[src/rtl/sbuf_ctrl_pkg.sv]
// Shared types and constants for the systolic output buffer sequencer.
// The optional watchdog is enabled with SBUF_CTRL_WATCHDOG_EN.
package sbuf_ctrl_pkg;

   typedef enum logic [2:0] {
      StIdle,
      StStart,
      StRun,
      StDrain,
      StDone
   } state_e;

   localparam int unsigned ADR_W       = 9;
   localparam int unsigned SA_BANK_BIT = 8;
   localparam int unsigned WD_W        = 12;
   localparam int unsigned WD_LIMIT    = 4095;

   // One packed saturation word covers 16 result words.
   function automatic logic [ADR_W-1:0] calc_nsa(input logic [ADR_W-1:0] len);
      logic [ADR_W-1:0] w_sum;
      w_sum = len + ADR_W'(15);
      return {4'b0000, w_sum[ADR_W-1:4]};
   endfunction

endpackage

[src/rtl/sbuf_ctrl_skid2.sv]
// Two-entry valid/ready skid FIFO with fall-through when empty.
// Occupancy is exported so the producer can issue reads only against free slots.
module sbuf_ctrl_skid2 #(
   parameter int unsigned W = 17
) (
   input  logic         clk,
   input  logic         rst_n,
   input  logic         i_valid,
   input  logic [W-1:0] i_data,
   input  logic         i_ready,
   output logic         o_valid,
   output logic [W-1:0] o_data,
   output logic [1:0]   o_occ
);
   import sbuf_ctrl_pkg::*;

   logic [W-1:0] r_mem [2];
   logic         r_wr_ptr;
   logic         r_rd_ptr;
   logic [1:0]   r_occ;

   logic         w_empty;
   logic         w_bypass;
   logic         w_push;
   logic         w_pop;

   assign w_empty  = (r_occ == 2'd0);
   // An arriving word consumed in the same cycle never touches storage.
   assign w_bypass = w_empty & i_valid & i_ready;
   assign w_push   = i_valid & ~w_bypass;
   assign w_pop    = ~w_empty & i_ready;

   assign o_valid = ~w_empty | i_valid;
   assign o_data  = ~w_empty ? r_mem[r_rd_ptr] : (i_valid ? i_data : '0);
   assign o_occ   = r_occ;

   always_ff @(posedge clk or negedge rst_n) begin
      if (!rst_n) begin
         for (int i = 0; i < 2; i++) begin
            r_mem[i] <= '0;
         end
         r_wr_ptr <= 1'b0;
         r_rd_ptr <= 1'b0;
         r_occ    <= 2'd0;
      end else begin
         if (w_push) begin
            r_mem[r_wr_ptr] <= i_data;
            r_wr_ptr        <= ~r_wr_ptr;
         end
         if (w_pop) begin
            r_rd_ptr <= ~r_rd_ptr;
         end
         r_occ <= r_occ + {1'b0, w_push} - {1'b0, w_pop};
      end
   end

endmodule

[src/rtl/sbuf_ctrl.sv]
// Output buffer sequencer: start/run/finish handshake, result drain stream and
// read-port arbitration against CPU reads. Watchdog enabled by SBUF_CTRL_WATCHDOG_EN.
module sbuf_ctrl #(
   parameter int unsigned LEN_W      = 8,
   parameter int unsigned DATA_W     = 16,
   parameter int unsigned STARVE_MAX = 4
) (
   input  logic              clk,
   input  logic              rst_n,
   input  logic              cmd_go,
   input  logic [LEN_W-1:0]  cmd_len,
   input  logic              cmd_drain,
   output logic              busy,
   output logic              done,
   output logic              err,
   output logic              sb_start,
   output logic [LEN_W-1:0]  sb_run_cntr,
   input  logic              sb_finish,
   input  logic              cpu_rreq,
   input  logic [8:0]        cpu_radr,
   output logic [DATA_W-1:0] cpu_rdata,
   output logic              cpu_rvalid,
   output logic              cpu_stall,
   output logic [8:0]        sb_radr,
   input  logic [DATA_W-1:0] sb_rdata,
   output logic [DATA_W-1:0] dr_data,
   output logic              dr_valid,
   input  logic              dr_ready,
   output logic              dr_last
);
   import sbuf_ctrl_pkg::*;

   localparam int unsigned ST_W = $clog2(STARVE_MAX + 2);

   state_e             r_state;
   logic [LEN_W-1:0]   r_len;
   logic               r_drain;
   logic               r_sb_start;
   logic               r_done;
   logic [ADR_W-1:0]   r_total;
   logic [ADR_W-1:0]   r_rd_cnt;
   logic [ST_W-1:0]    r_starve;
   logic               r_pend_dr;
   logic               r_pend_last;
   logic               r_cpu_pend;

   logic               w_accept;
   logic               w_wd_expire;
   logic [ADR_W-1:0]   w_len_adr;
   logic [ADR_W-1:0]   w_sat_idx;
   logic [ADR_W-1:0]   w_dr_addr;
   logic               w_dr_want;
   logic [2:0]         w_inuse;
   logic               w_credit;
   logic               w_dr_can;
   logic               w_starved;
   logic               w_gnt_dr;
   logic               w_gnt_cpu;
   logic               w_last_issue;
   logic               w_last_acc;
   logic [1:0]         w_occ;
   logic [DATA_W:0]    w_sk_data;

   assign w_accept = (r_state == StIdle) & cmd_go;

   // ---------------------------------------------------------------- sequencer
   always_ff @(posedge clk or negedge rst_n) begin
      if (!rst_n) begin
         r_state    <= StIdle;
         r_len      <= '0;
         r_drain    <= 1'b0;
         r_sb_start <= 1'b0;
         r_done     <= 1'b0;
         r_total    <= '0;
      end else begin
         r_sb_start <= 1'b0;
         r_done     <= 1'b0;
         unique case (r_state)
            StIdle: begin
               if (cmd_go) begin
                  r_len   <= cmd_len;
                  r_drain <= cmd_drain;
                  r_total <= ADR_W'(cmd_len) + calc_nsa(ADR_W'(cmd_len));
                  if (cmd_len != '0) begin
                     r_state    <= StStart;
                     r_sb_start <= 1'b1;
                  end else begin
                     r_state <= StDone;
                  end
               end
            end
            StStart: r_state <= StRun;
            StRun: begin
               if (sb_finish) begin
                  r_state <= r_drain ? StDrain : StDone;
               end else if (w_wd_expire) begin
                  r_state <= StDone;
               end
            end
            StDrain: begin
               if (w_last_acc) begin
                  r_state <= StDone;
               end
            end
            StDone: begin
               r_done  <= 1'b1;
               r_state <= StIdle;
            end
            default: r_state <= StIdle;
         endcase
      end
   end

   assign busy        = (r_state != StIdle);
   assign done        = r_done;
   assign sb_start    = r_sb_start;
   assign sb_run_cntr = r_len;

   // ---------------------------------------------------------------- watchdog
`ifdef SBUF_CTRL_WATCHDOG_EN
   logic [WD_W-1:0] r_wd_cnt;
   logic            r_err;

   assign w_wd_expire = (r_state == StRun) & ~sb_finish & (r_wd_cnt == WD_W'(WD_LIMIT - 1));

   always_ff @(posedge clk or negedge rst_n) begin
      if (!rst_n) begin
         r_wd_cnt <= '0;
         r_err    <= 1'b0;
      end else begin
         r_wd_cnt <= (r_state == StRun) ? r_wd_cnt + WD_W'(1) : '0;
         if (w_accept) begin
            r_err <= 1'b0;
         end else if (w_wd_expire) begin
            r_err <= 1'b1;
         end
      end
   end

   assign err = r_err;
`else
   assign w_wd_expire = 1'b0;
   assign err         = 1'b0;
`endif

   // ---------------------------------------------------------------- drain address
   assign w_len_adr = ADR_W'(r_len);
   assign w_sat_idx = r_rd_cnt - w_len_adr;

   always_comb begin
      w_dr_addr = r_rd_cnt;
      if (r_rd_cnt >= w_len_adr) begin
         w_dr_addr              = w_sat_idx;
         w_dr_addr[SA_BANK_BIT] = 1'b1;
      end
   end

   assign w_last_issue = (r_rd_cnt == (r_total - ADR_W'(1)));

   // ---------------------------------------------------------------- arbitration
   assign w_dr_want = (r_state == StDrain) & (r_rd_cnt < r_total);
   // Reads in flight are counted so the skid can absorb every returned word.
   assign w_inuse   = {1'b0, w_occ} + {2'b00, r_pend_dr};
   assign w_credit  = (w_inuse < 3'd2);
   assign w_dr_can  = w_dr_want & w_credit;
   assign w_starved = (r_starve >= ST_W'(STARVE_MAX));
   assign w_gnt_dr  = w_dr_can & (~cpu_rreq | w_starved);
   assign w_gnt_cpu = cpu_rreq & ~w_gnt_dr;

   assign cpu_stall = cpu_rreq & w_gnt_dr;
   assign sb_radr   = w_gnt_dr ? w_dr_addr : (cpu_rreq ? cpu_radr : '0);

   always_ff @(posedge clk or negedge rst_n) begin
      if (!rst_n) begin
         r_rd_cnt    <= '0;
         r_starve    <= '0;
         r_pend_dr   <= 1'b0;
         r_pend_last <= 1'b0;
         r_cpu_pend  <= 1'b0;
      end else begin
         r_pend_dr   <= w_gnt_dr;
         r_pend_last <= w_gnt_dr & w_last_issue;
         r_cpu_pend  <= w_gnt_cpu;
         if (r_state != StDrain) begin
            r_rd_cnt <= '0;
         end else if (w_gnt_dr) begin
            r_rd_cnt <= r_rd_cnt + ADR_W'(1);
         end
         if ((r_state != StDrain) || w_gnt_dr) begin
            r_starve <= '0;
         end else if (cpu_rreq && w_dr_can && !w_starved) begin
            r_starve <= r_starve + ST_W'(1);
         end
      end
   end

   assign cpu_rvalid = r_cpu_pend;
   assign cpu_rdata  = r_cpu_pend ? sb_rdata : '0;

   // ---------------------------------------------------------------- drain stream
   sbuf_ctrl_skid2 #(
      .W(DATA_W + 1)
   ) u_skid (
      .clk    (clk),
      .rst_n  (rst_n),
      .i_valid(r_pend_dr),
      .i_data ({r_pend_last, sb_rdata}),
      .i_ready(dr_ready),
      .o_valid(dr_valid),
      .o_data (w_sk_data),
      .o_occ  (w_occ)
   );

   assign dr_data    = w_sk_data[DATA_W-1:0];
   assign dr_last    = w_sk_data[DATA_W];
   assign w_last_acc = dr_valid & dr_ready & dr_last;

endmodule
[config.mk]
export PLATFORM = sky130hd
export DESIGN_NAME = sbuf_ctrl
export DESIGN_NICKNAME = d
export VERILOG_FILES = /design/src/rtl/sbuf_ctrl_pkg.sv /design/src/rtl/sbuf_ctrl_skid2.sv /design/src/rtl/sbuf_ctrl.sv
export SDC_FILE = /design/constraint.sdc
export NUM_CORES = 1
export LEC_CHECK = 0
export ABC_AREA = 1
export CAP_MARGIN = 20
export CELL_PAD_IN_SITES_DETAIL_PLACEMENT = 1
export CELL_PAD_IN_SITES_GLOBAL_PLACEMENT = 2
export CORE_ASPECT_RATIO = 1.2
export CORE_MARGIN = 1.5
export CORE_UTILIZATION = 30
export CTS_BUF_LIST = sky130_fd_sc_hd__clkbuf_4
export CTS_CLUSTER_SIZE = 28
export DETAILED_ROUTE_END_ITERATION = 8
export PLACE_DENSITY = 0.91
export SETUP_SLACK_MARGIN = 0.4
export SLEW_MARGIN = 15
export SYNTH_ARGS = -nofsm -noshare
export SYNTH_HDL_FRONTEND = slang
export SYNTH_SLANG_ARGS = --single-unit
export TNS_END_PERCENT = 20
[constraint.sdc]
create_clock -name clk -period 3.05 [get_ports clk]
set_input_delay 0.7625 -clock clk [delete_from_list [all_inputs] [get_ports clk]]
set_output_delay 0.7625 -clock clk [all_outputs]
set_load 0.005 [all_outputs]
# --- Word level (Yosys, flattened, before mapping) ---
# Cells that the tools add are included.
classes:
  n_addsub: 9
  order_cmp: 7
  n_eq_ne: 9
  n_mux: 26
  n_bitwise: 22
  reduce_logical: 13
op_table:
  columns: ["op", "count"]
  rows:
  - ["$mux 17", 6]
  - ["$mux 9", 5]
  - ["$bwmux 34", 1]
  - ["$mux 3", 7]
  - ["$demux 17 s1", 1]
  - ["$mux 16", 1]
  - ["$and 1x1->1", 12]
  - ["$pmux 3 s4", 1]
  - ["$add 8x4->9 const B", 1]
  - ["$add 8x5->9", 1]
  - ["$add 9x1->9 const B", 1]
  - ["$eq 9x9->1", 1]
  - ["$ge 9x8->1", 1]
  - ["$lt 9x9->1", 1]
  - ["$sub 9x1->9 const B", 1]
  - ["$reduce_bool 8->1", 1]
  - ["$sub 8x8->8", 1]
  - ["$eq 3x2->1 const B", 2]
  - ["$ne 2x2->1 const B", 3]
  - ["$not 1->1", 6]
  - ["$ge 2x2->1 const B", 2]
  - ["$mux 1", 4]
  - ["$not 1->2", 2]
  - ["$reduce_bool 2->1", 2]
  - ["other kinds (19)", 22]
totals:
  ff_bits: 76
  input_bits: 40
  output_inout_bits: 57
  word_cells: 102

# --- Longest topological paths before layout ---
# Gate-level depths: netlist of the first run.
depth:
  ltp_word: 8
  mapped_depth: 16
  depth_no_buf: 16

# --- By module ---
# A second synthesis of the first run with hierarchy kept.
unflattened:
  hier_cells: 805
  area_unflattened_um2: 5597.9
modules_own_cells:
  columns: ["mod", "n_inst", "cells_per_inst", "area_per_inst_um2", "seq_area_each_um2"]
  rows:
  - ["sbuf_ctrl", 1, 554, 3582.2, 950.9]
  - ["sbuf_ctrl_skid2", 1, 251, 2015.7, 950.9]

# --- Worst setup path before layout of the first run ---
# OpenSTA, ideal clock, no wires.
synth_path:
  path_type: "input -> register"
  startpoint: "input port cmd_len[1]"
  endpoint: "register r_total[6]"
  setup_time_ns: 0.137
  arrival_ns: 2.517
  t_required_ns: 2.913
  setup_slack_ns: 0.396
  stages: 15
  path_buffers: 0
  cell_sequence: "inv_1 nand2_1 nor3_1 nor2_1 inv_1 nand2_1 inv_1 ha_1 inv_1 fa_1 nand3b_1 nand2_1 nand2_1 a21oi_1 o221ai_1"
synth_between:
  elab_chain_cells: 2
synth_lines:
  columns: ["item", "line_no", "rtl"]
  rows:
  - ["start: declaration", "sbuf_ctrl.sv:11", "input logic [LEN_W-1:0] cmd_len,"]
  - ["$add 8x4->9", "sbuf_ctrl_pkg.sv:21", "w_sum = len + ADR_W'(15);"]
  - ["$add 8x5->9 *", "sbuf_ctrl.sv:83", "r_total <= ADR_W'(cmd_len) + calc_nsa(ADR_W'(cmd_len));"]
  - ["end signal: assignment", "sbuf_ctrl.sv:83", null]
  - ["end: declaration", "sbuf_ctrl.sv:40", "logic [ADR_W-1:0] r_total;"]
# Mark *: on every way between the ends. The rest lies on a longest branch, timed or not.
# A chain may end at the register's enable or synchronous reset.

# --- Worst setup path after layout of the first run ---
layout_path:
  startpoint: "register r_rd_cnt[0]"
  endpoint: "output port sb_radr[2]"
layout_between:
  elab_chain_cells: 5
  elab_cells_between_ends: 8
  classes_between: "add/sub (1); order compare (2); mux (2); bitwise (3)"
layout_lines:
  columns: ["item", "line_no", "rtl"]
  rows:
  - ["start: declaration", "sbuf_ctrl.sv:41", "logic [ADR_W-1:0] r_rd_cnt;"]
  - ["start signal: assignment", "sbuf_ctrl.sv:187", "r_rd_cnt <= r_rd_cnt + ADR_W'(1);"]
  - ["$lt 9x9->1", "sbuf_ctrl.sv:161", "assign w_dr_want = (r_state == StDrain) & (r_rd_cnt < r_total);"]
  - ["$and 1x1->1", "sbuf_ctrl.sv:161", null]
  - ["$and 1x1->1", "sbuf_ctrl.sv:165", "assign w_dr_can = w_dr_want & w_credit;"]
  - ["$and 1x1->1", "sbuf_ctrl.sv:167", "assign w_gnt_dr = w_dr_can & (~cpu_rreq | w_starved);"]
  - ["$mux 9 *", "sbuf_ctrl.sv:171", "assign sb_radr = w_gnt_dr ? w_dr_addr : (cpu_rreq ? cpu_radr : '0);"]
  - ["end: declaration", "sbuf_ctrl.sv:24", "output logic [8:0] sb_radr,"]
# Marked as above.

==> results of run 1 <==
[where the power goes]
group / switching (mW) / internal [mW]
logic: 1.91 / 1.77
registers: 0.257 / 1.37
clock network: 0.411 / 0.337
total: 2.57 / 3.48
[metrics by stage]
step / worst slack [ns] / cells / hold WS, ns
after CTS: -0.133 / 1167 / 0.470
after detailed placement: -0.177 / 1120 / 0.457
after floorplan: 0.475 / 759 / 0.429
after global routing: -0.302 / 1173 / 0.505
final: -0.164 / 1173 / 0.456
after global placement: -0.0736 / 1120 / 0.441
[worst max path at each step]
stage | end | startpoint | cells after the start | slack [ns]
finish | sb_radr[2] | r_rd_cnt[0]$_DFFE_PN0P_ | 17 | -0.16
global route | sb_radr[7] | r_rd_cnt[0]$_DFFE_PN0P_ | 17 | -0.30
CTS | sb_radr[2] | r_rd_cnt[2]$_DFFE_PN0P_ | 15 | -0.13
detailed placement | r_total[6]$_DFFE_PN0P_ | cmd_len[1] | 17 | -0.18
global placement | sb_radr[3] | cpu_rreq | 9 | -0.07
floorplan | r_total[6]$_DFFE_PN0P_ | cmd_len[1] | 15 | 0.48
[state kept, by name, indices dropped and copies added (netlist names)]
name	cells
u_skid.r_mem	34
r_pend_dr	1
cpu_rvalid	1
r_rd_cnt	9
done	1
u_skid.o_occ	2
r_total	9
u_skid.r_wr_ptr	1
sb_start	1
r_starve	3
u_skid.r_rd_ptr	1
sb_run_cntr	8
r_pend_last	1
r_state	3
r_drain	1
[routing by layer]
layer  up-vias  share of wire  global-route usage
li1       2804              -                   -
met1      2734           0.42               0.232
met2       112           0.53               0.366
met3        29          0.033              0.0318
met4         0          0.024              0.0693
met5         -              0                   0
[worst max-delay path, cell delays in order (launching register included)]
cell and delay [ns]:
dfrtp_1 0.42, inv_2 0.09, buf_6 0.12, ha_1 0.16
inv_1 0.07, nand2_1 0.06, nand2_1 0.06, nand2_2 0.06
nand2_2 0.05, nand2_1 0.07, nand2_1 0.07, nand2_2 0.11
nand3_4 0.12, buf_12 0.16, buf_8 0.12, nand3_1 0.06
nand2_1 0.05, buf_2 0.12
[logic make-up after synthesis]
group                      Yosys count  share of synthesized area
and+or+nand+nor                    359                      0.287
other                                1                   0.000712
DFF                                 76                      0.361
buffers and inverters              160                      0.120
xor gates and xnor gates            19                     0.0342
adders and majority gates           30                     0.0741
AOI/OAI and AO/OA                  114                      0.123
[what timing repair did]
item / 4_1_cts / 5_1_grt
pin swaps: 26 / 41
gates resized for setup: 129 / 130
cloned: 1 / 0
setup endpoints to repair: 49 / 56
buffers inserted: 30 / 6
[area by class of cell]
type | instances | share of cell area
inverter | 130 | 0.0625
multi-input combinational | 524 | 0.406
clock inverter | 7 | 0.0124
timing repair buffer | 211 | 0.238
clock buffer | 9 | 0.00846
sequential | 76 | 0.238
tap | 216 | 0.0338
[placed cells by master (no fill, tap or decap), types with 3 or more instances in the layout]
cell type,instances
buf_2,10
nor2_4,4
inv_6,3
nand4_1,18
nand3_1,43
xor2_1,12
buf_12,3
clkdlybuf4s50_1,47
clkdlybuf4s15_1,3
nand2_1,185
clkbuf_2,12
dlymetal6s2s_1,17
a21oi_2,5
xnor2_1,6
o32ai_1,9
o21ai_0,42
buf_6,30
ha_4,12
nand3_2,9
nand2_2,24
dlygate4sd2_1,5
o21ai_2,9
buf_4,83
dfrtp_1,74
o32ai_2,7
o21ai_1,24
inv_1,121
inv_2,6
nand2_4,3
nor2_2,7
ha_1,14
a21oi_1,9
nor2_1,54
clkbuf_4,9
==> parameters.txt, run 1 <==
Parameter                              Value

Routing
  DR pass1 iterations    4
  Routed length per instance    15.8 µm
  Total DRC errors in the routed layout    0
  Via count of the routed design    5,679
  Total Routed Length    18,500 µm
  Iteration-0 DRC Markers    334
  Via-to-Cell Ratio    4.84
  ANT nets after route    0

Global route
  Remaining global-route overflow    0
  Number of antenna violations at the first check in global routing    0
  Vias in the first global route    between 5k and 6k
  Largest net degree at the start of global routing    77
  Total track usage    0.200
  Global-route wire length before repair    29,000 µm

Final layout
  Final cell utilization of the core    0.469
  Area added between synthesis and finish    51.7%
  Proportion of layout cells with a drive suffix above 1    0.273
  Count of fill cells added during filler insertion    2,127
  Multi-input gate area in the final layout    between 3000 and 4000 µm²
  Number of diodes added for antenna fixing    0
  Final layout net count    1,022
  Area taken by flip-flops and latches    1900 µm²
  Post-route cell area    7990 µm²

Synthesis
  Unique masters post-synth    37
  Post-synthesis instance area    5270 µm²
  Commonest cells in the netlist    nand2_1 (212), inv_1 (126), dfrtp_1 (76), nor2_1 (63), o21ai_0 (55)
  Sequential area share after synthesis    0.361
  Mean area per synthesized cell    slightly below 7 µm²
  Dominant cells by area after synthesis    dfrtp_1 (36%), nand2_1 (15%), inv_1 (9.0%)
  Gate count of the mapped netlist    759
  Primary flip-flop cell chosen by synthesis mapping    dfrtp_1
  Post-Syn Nets    829
  #FFs+latches synth    76
  Number of flops mapped to enable cells by yosys    0
  Most area-hungry cell type in the Yosys netlist    dfrtp_1
  Fraction of registers with async set or reset after synthesis    1.00
  Synth warnings    0
  Area share of the largest cell type after synthesis    0.361
  Most common cell in the netlist    nand2_1

Die
  Number of top-level design ports    97
  Area of the die    18,400 µm²
  Die width    124 µm
  Die Y-Extent    approximately 150 µm
  Core footprint    between 15,000 and 20,000 µm²
  Starting density of the core    0.309
  Std cell rows    52

Run status
  Status    finished with violations
  Failing checks    negative setup slack

STA
  Count of final hold-check violations    0
  Relative slew slack    0.331
  Setup Skew    0.0210 ns
  Final setup violation count    10
  Post-layout minimum cycle time    3.21 ns
  Setup TNS Final    -1.17 ns
  Transition at the pin with the smallest max-transition slack    1.00 ns
  Final-report max-slew violation count    0
  Max Clk Rate    0.311 GHz
  Final setup slack of the worst path    -0.164 ns
  Unrepaired setup endpoints after global routing    yes
  Ratio of final minimum period to clock period    1.05

Critical path
  Classification of the worst setup path    flip-flop to output port
  Reg-to-reg startpoint    r_rd_cnt[3]$_DFFE_PN0P_
  Maximum fanout count along the critical path    6
  Kind of start point of the critical path    flip-flop
  Required arrival time at the worst endpoint    2.29 ns
  Capturing element type of the critical path    output port
  R2r worst-path depth    22
  Worst R2R End    r_rd_cnt[6]$_DFFE_PN0P_
  Setup slack, reg-to-reg    approximately 0.020 ns
  Arrival @ worst endpoint    2.45 ns

Place
  Placer's final routability congestion estimate    0.823
  Half-perimeter wire length of the detailed placement result    12,200 µm
  Placed instance area    6970 µm²
  Count of buffers from port buffering    95

Run
  Max cap viols    0

Power
  Leakage power figure    between 4 and 5 nW
  Overall power after layout    6.05 mW
  PD cells    758 nW/µm²
  Worst vdd rail ir drop    378 µV

Clock tree
  Clock Tree Buf Depth    2
  TritonCTS clock tree    built
  Number of H-tree branching levels    3
  Number of buffers inserted during clock tree synthesis    9
  Clk root buf    clkbuf_4
  Clock transition at path regs    0.15 ns
  Number of buffers inserted by hold repair at cts    0
  Source-to-sink clock delay at the later pin of the worst-skew pair    ~0.47 ns
  TritonCTS sink count    76

Hold path
  Path class of the lowest-slack min-delay path    input port to asynchronous set/reset pin
Power figures use the tool's default switching activity.
==> run 2: changes to the inputs <==
- ABC_AREA: 1 -> 0
- CORE_UTILIZATION: 30 -> 33
- MAX_ROUTING_LAYER: not set -> met4
==> run 2 against run 1 <==
Effect of this change: the run still ends with negative setup slack left; area after synthesis shrank 7.2%; final area shrank 7.2%; sequential power is essentially flat; combinational power shrank 20%; sequential share of layout area grew 2.0 points; cell count shrank 24%; clock skew shrank 0.0011 ns; wire length shrank 11%; largest cell class unchanged.
==> parameters.txt, run 2 <==
Parameter                              Value

Synthesis
  #FFs+latches synth    76 (unchanged)
  Unique masters post-synth    55 (+49%)
  Most common cell in the netlist    dfrtp_1
  Post-synthesis share of cell area spent on full adders, half adders and majority gates    0.0819 (+0.00778)
  Gate count of the mapped netlist    514 (-32%)
  Dominant cells by area after synthesis    dfrtp_1 (39%), mux2_2 (9.9%), ha_1 (7.2%)
  Most area-hungry cell type in the Yosys netlist    dfrtp_1
  Sequential area share after synthesis    0.389 (+0.0279)
  Synth Area in Simple Gates    0.159 (-0.128)
  Synth warnings    0 (unchanged)
  Main combinational cell family by area after synthesis    simple AND/OR/NAND/NOR gates
  Area fraction in compound gates after synthesis    0.131 (+0.00723)
  Post-Syn Nets    584 (-30%)
  Number of flops mapped to enable cells by yosys    0 (unchanged)
  Mean area per synthesized cell    9.51 µm² (+37%)
  Primary flip-flop cell chosen by synthesis mapping    dfrtp_1
  Mux contribution to synthesized area    0.138 (+0.138)
  Area share of xor/xnor cells in the synthesized design    0.0520 (+0.0178)
  Commonest cells in the netlist    dfrtp_1 (76), o21ai_0 (45), mux2_2 (43), nand3_1 (36)
  Fraction of registers with async set or reset after synthesis    1.00 (unchanged)
  Area share of the largest cell type after synthesis    0.389 (+0.0279)
  Post-synthesis instance area    4890 µm² (-7.2%)

Place
  Placer's final routability congestion estimate    0.822 (-0.13%)
  Worst setup timing slack at the placement stage    -0.523 ns (-0.346 ns)
  Count of buffers from port buffering    95 (unchanged)
  Half-perimeter wire length of the detailed placement result    11,300 µm (-7.5%)

Die
  Std cell rows    48 (-7.7%)
  Die width    114 µm (-7.9%)
  Core footprint    14,400 µm² (-15%)
  Starting density of the core    0.339 (+0.0302)
  Die Y-Extent    136 µm (-8.0%)
  Number of top-level design ports    97 (unchanged)
  Area of the die    15,600 µm² (-15%)

Routing
  Via count of the routed design    4,707 (-17%)
  ANT nets after route    0 (unchanged)
  Via-to-Cell Ratio    5.28 (+9.1%)
  Routed length per instance    18.6 µm (+18%)
  DR pass1 iterations    4 (unchanged)
  Total DRC errors in the routed layout    0 (unchanged)
  Iteration-0 DRC Markers    225 (-33%)
  Total Routed Length    16,500 µm (-11%)

Run
  Max cap viols    0 (unchanged)

STA
  Post-Route Hold Slack    0.444 ns (-0.0123 ns)
  Transition at the pin with the smallest max-transition slack    0.960 ns (-0.0440 ns)
  Max Clk Rate    0.284 GHz (-8.6%)
  Unrepaired setup endpoints after global routing    yes
  Relative slew slack    0.360 (+0.0293)
  Ratio of final minimum period to clock period    1.15 (+0.0993)
  Final setup slack of the worst path    -0.467 ns (-0.303 ns)
  Setup Skew    0.0199 ns (-0.00110 ns)
  Final-report max-slew violation count    0 (unchanged)
  Final setup violation count    10 (unchanged)
  Post-layout minimum cycle time    3.52 ns (+0.303 ns)
  Count of final hold-check violations    0 (unchanged)

Final layout
  Multi-input gate area in the final layout    3160 µm² (-2.4%)
  Number of flip-flops in the largest register    34 (unchanged)
  Area taken by flip-flops and latches    1910 µm² (+0.53%)
  Final layout net count    781 (-24%)
  Most flops, register    u_skid.r_mem
  Proportion of layout cells with a drive suffix above 1    0.397 (+0.124)
  Count of fill cells added during filler insertion    1,637 (-23%)
  Number of diodes added for antenna fixing    0 (unchanged)
  Largest registers    u_skid.r_mem x34, r_rd_cnt x9, r_total x9
  Commonest non-fill, non-tap cell in the layout    buf_4
  Area added between synthesis and finish    51.6% (about the same)
  Top library cells by usage in the layout, fill and taps aside    buf_4 (106), dfrtp_1 (66), clkdlybuf4s50_1 (44)

Hold path
  Path class of the lowest-slack min-delay path    input port to asynchronous set/reset pin

Global route
  Vias in the first global route    5,112 (-14%)
  Largest net degree at the start of global routing    77 (unchanged)
  Remaining global-route overflow    0 (unchanged)
  Number of antenna violations at the first check in global routing    0 (unchanged)
  Total track usage    0.217 (+0.0171)
  Global-route wire length before repair    25,400 µm (-12%)

Power
  PD cells    700 nW/µm² (-7.6%)
  Proportion of power drawn by combinational gates    0.564 (-0.043)
  Leakage power figure    3.53 nW (-19%)
  Switching power of the nets    2.03 mW (-21%)
  Worst vdd rail ir drop    357 µV (-5.4%)
  Part of the power in registers    0.311 (+0.042)
  Net Sw Frac    0.391 (-0.0347)
  Internal power consumption    3.16 mW (-9.1%)
  Power share of the clock group    0.125 (about the same)

Clock tree
  TritonCTS sink count    76 (unchanged)
  Clock Tree Buf Depth    2 (unchanged)
  TritonCTS clock tree    built
  Number of H-tree branching levels    3 (unchanged)
  Source-to-sink clock delay at the later pin of the worst-skew pair    0.45 ns (-0.02 ns)
  Number of buffers inserted during clock tree synthesis    9 (unchanged)
  Clk root buf    clkbuf_4
  Clock transition at path regs    0.14 ns (about the same)
  Number of buffers inserted by hold repair at cts    0 (unchanged)

Run status
  Status    finished with violations
  Failing checks    negative setup slack

Critical path
  Capturing element type of the critical path    output port
  Classification of the worst setup path    flip-flop to output port
  Maximum fanout count along the critical path    5 (-1)
  Kind of start point of the critical path    flip-flop
  Required arrival time at the worst endpoint    2.29 ns (about the same)
  Arrival @ worst endpoint    2.75 ns (+0.30 ns)
==> run 2: cell count changes after synthesis, sizes merged, moves of 9 or more <==
cell and delta:
mux2i +19, o32ai -16, and2 +16, inv -96
mux2 +43, nor2 -42, nand4 -16, xnor2 +13
o21ai -29, buf -9, nand2 -178, nand3 -17
==> run 2: per-stage QoR <==
stage                     TNS, ns  power [mW]  cells  area (µm²)   util
after floorplan                 0        2.97    514        4900      -
after global placement      -5.11        4.08    846        6640  0.461
after detailed placement    -6.46        4.23    846        6640  0.461
after CTS                   -3.06        5.04    883        7190  0.499
after global routing        -4.67        5.56    891        7410  0.514
final                       -3.81        5.19    891        7410  0.514
==> run 2: final timing paths <==
path                                              from                      endpoint  slack [ns]  cells after the start
max                         sb_run_cntr[6]$_DFFE_PN0P_                    sb_radr[3]       -0.47                     12
min                                              rst_n  u_skid.r_mem[29]$_DFFE_PN0P_        0.44                      1
max reg2reg                    r_rd_cnt[2]$_DFFE_PN0P_       r_rd_cnt[8]$_DFFE_PN0P_        0.31                     13
min reg2reg                u_skid.r_wr_ptr$_DFFE_PN0P_   u_skid.r_wr_ptr$_DFFE_PN0P_        0.51                      1
max in group asynchronous                        rst_n       r_rd_cnt[4]$_DFFE_PN0P_        1.92                      1
min in group clk           u_skid.r_wr_ptr$_DFFE_PN0P_   u_skid.r_wr_ptr$_DFFE_PN0P_        0.51                      1
==> run 2: layer usage <==
| layer | part of all wire | global-route usage |
|---|---|---|
| met2 | 0.54 | 0.407 |
| met1 | 0.39 | 0.225 |
| met3 | 0.034 | 0.0321 |
| met5 | 0 | - |
| met4 | 0.039 | 0.0910 |
==> run 2: worst max-delay path, cell delays in order, from the launching register on <==
cell and delay, ns:
dfrtp_1 0.41, inv_1 0.13, ha_4 0.22, buf_4 0.13, o21ai_1 0.12, nor2_2 0.12
o41ai_4 0.41, buf_4 0.18, buf_6 0.13, buf_6 0.11, a21oi_2 0.05, o21ai_2 0.13
buf_2 0.14
==> run 2: cells by family (layout without fill, tap and decap cells) <==
kind of cell | Yosys count | in the layout
compound gates | 102 | 102
xor+xnor | 29 | 29
fa+ha+maj | 31 | 31
buf+inv | 61 | 263
flops | 76 | 76
mux | 62 | 62
other cells | 1 | 1
simple gates | 152 | 152
==> run 2: what timing repair did <==
action | 4_1_cts | 5_1_grt
setup buffers | 20 | 8
pin swaps | 24 | 27
setup endpoints to repair | 55 | 52
gates cloned | 1 | 0
resized for setup | 147 | 79
==> run 2: layout make-up <==
type | instances | area share
Multi-Input combinational cell | 377 | 0.427
Sequential cell | 76 | 0.258
Timing Repair Buffer | 213 | 0.249
Tap cell | 175 | 0.0295
Inverter | 34 | 0.0172
Clock inverter | 7 | 0.0101
Clock buffer | 9 | 0.00912
==> run 2: power groups by stage <==
stage               combinational, mW  sequential [mW]  clock (mW)
floorplan                        1.39             1.58           0
global placement                 2.50             1.59           0
detailed placement               2.61             1.62           0
CTS                              2.77             1.60       0.668
global route                     3.19             1.66       0.712
finish                           2.93             1.61       0.648
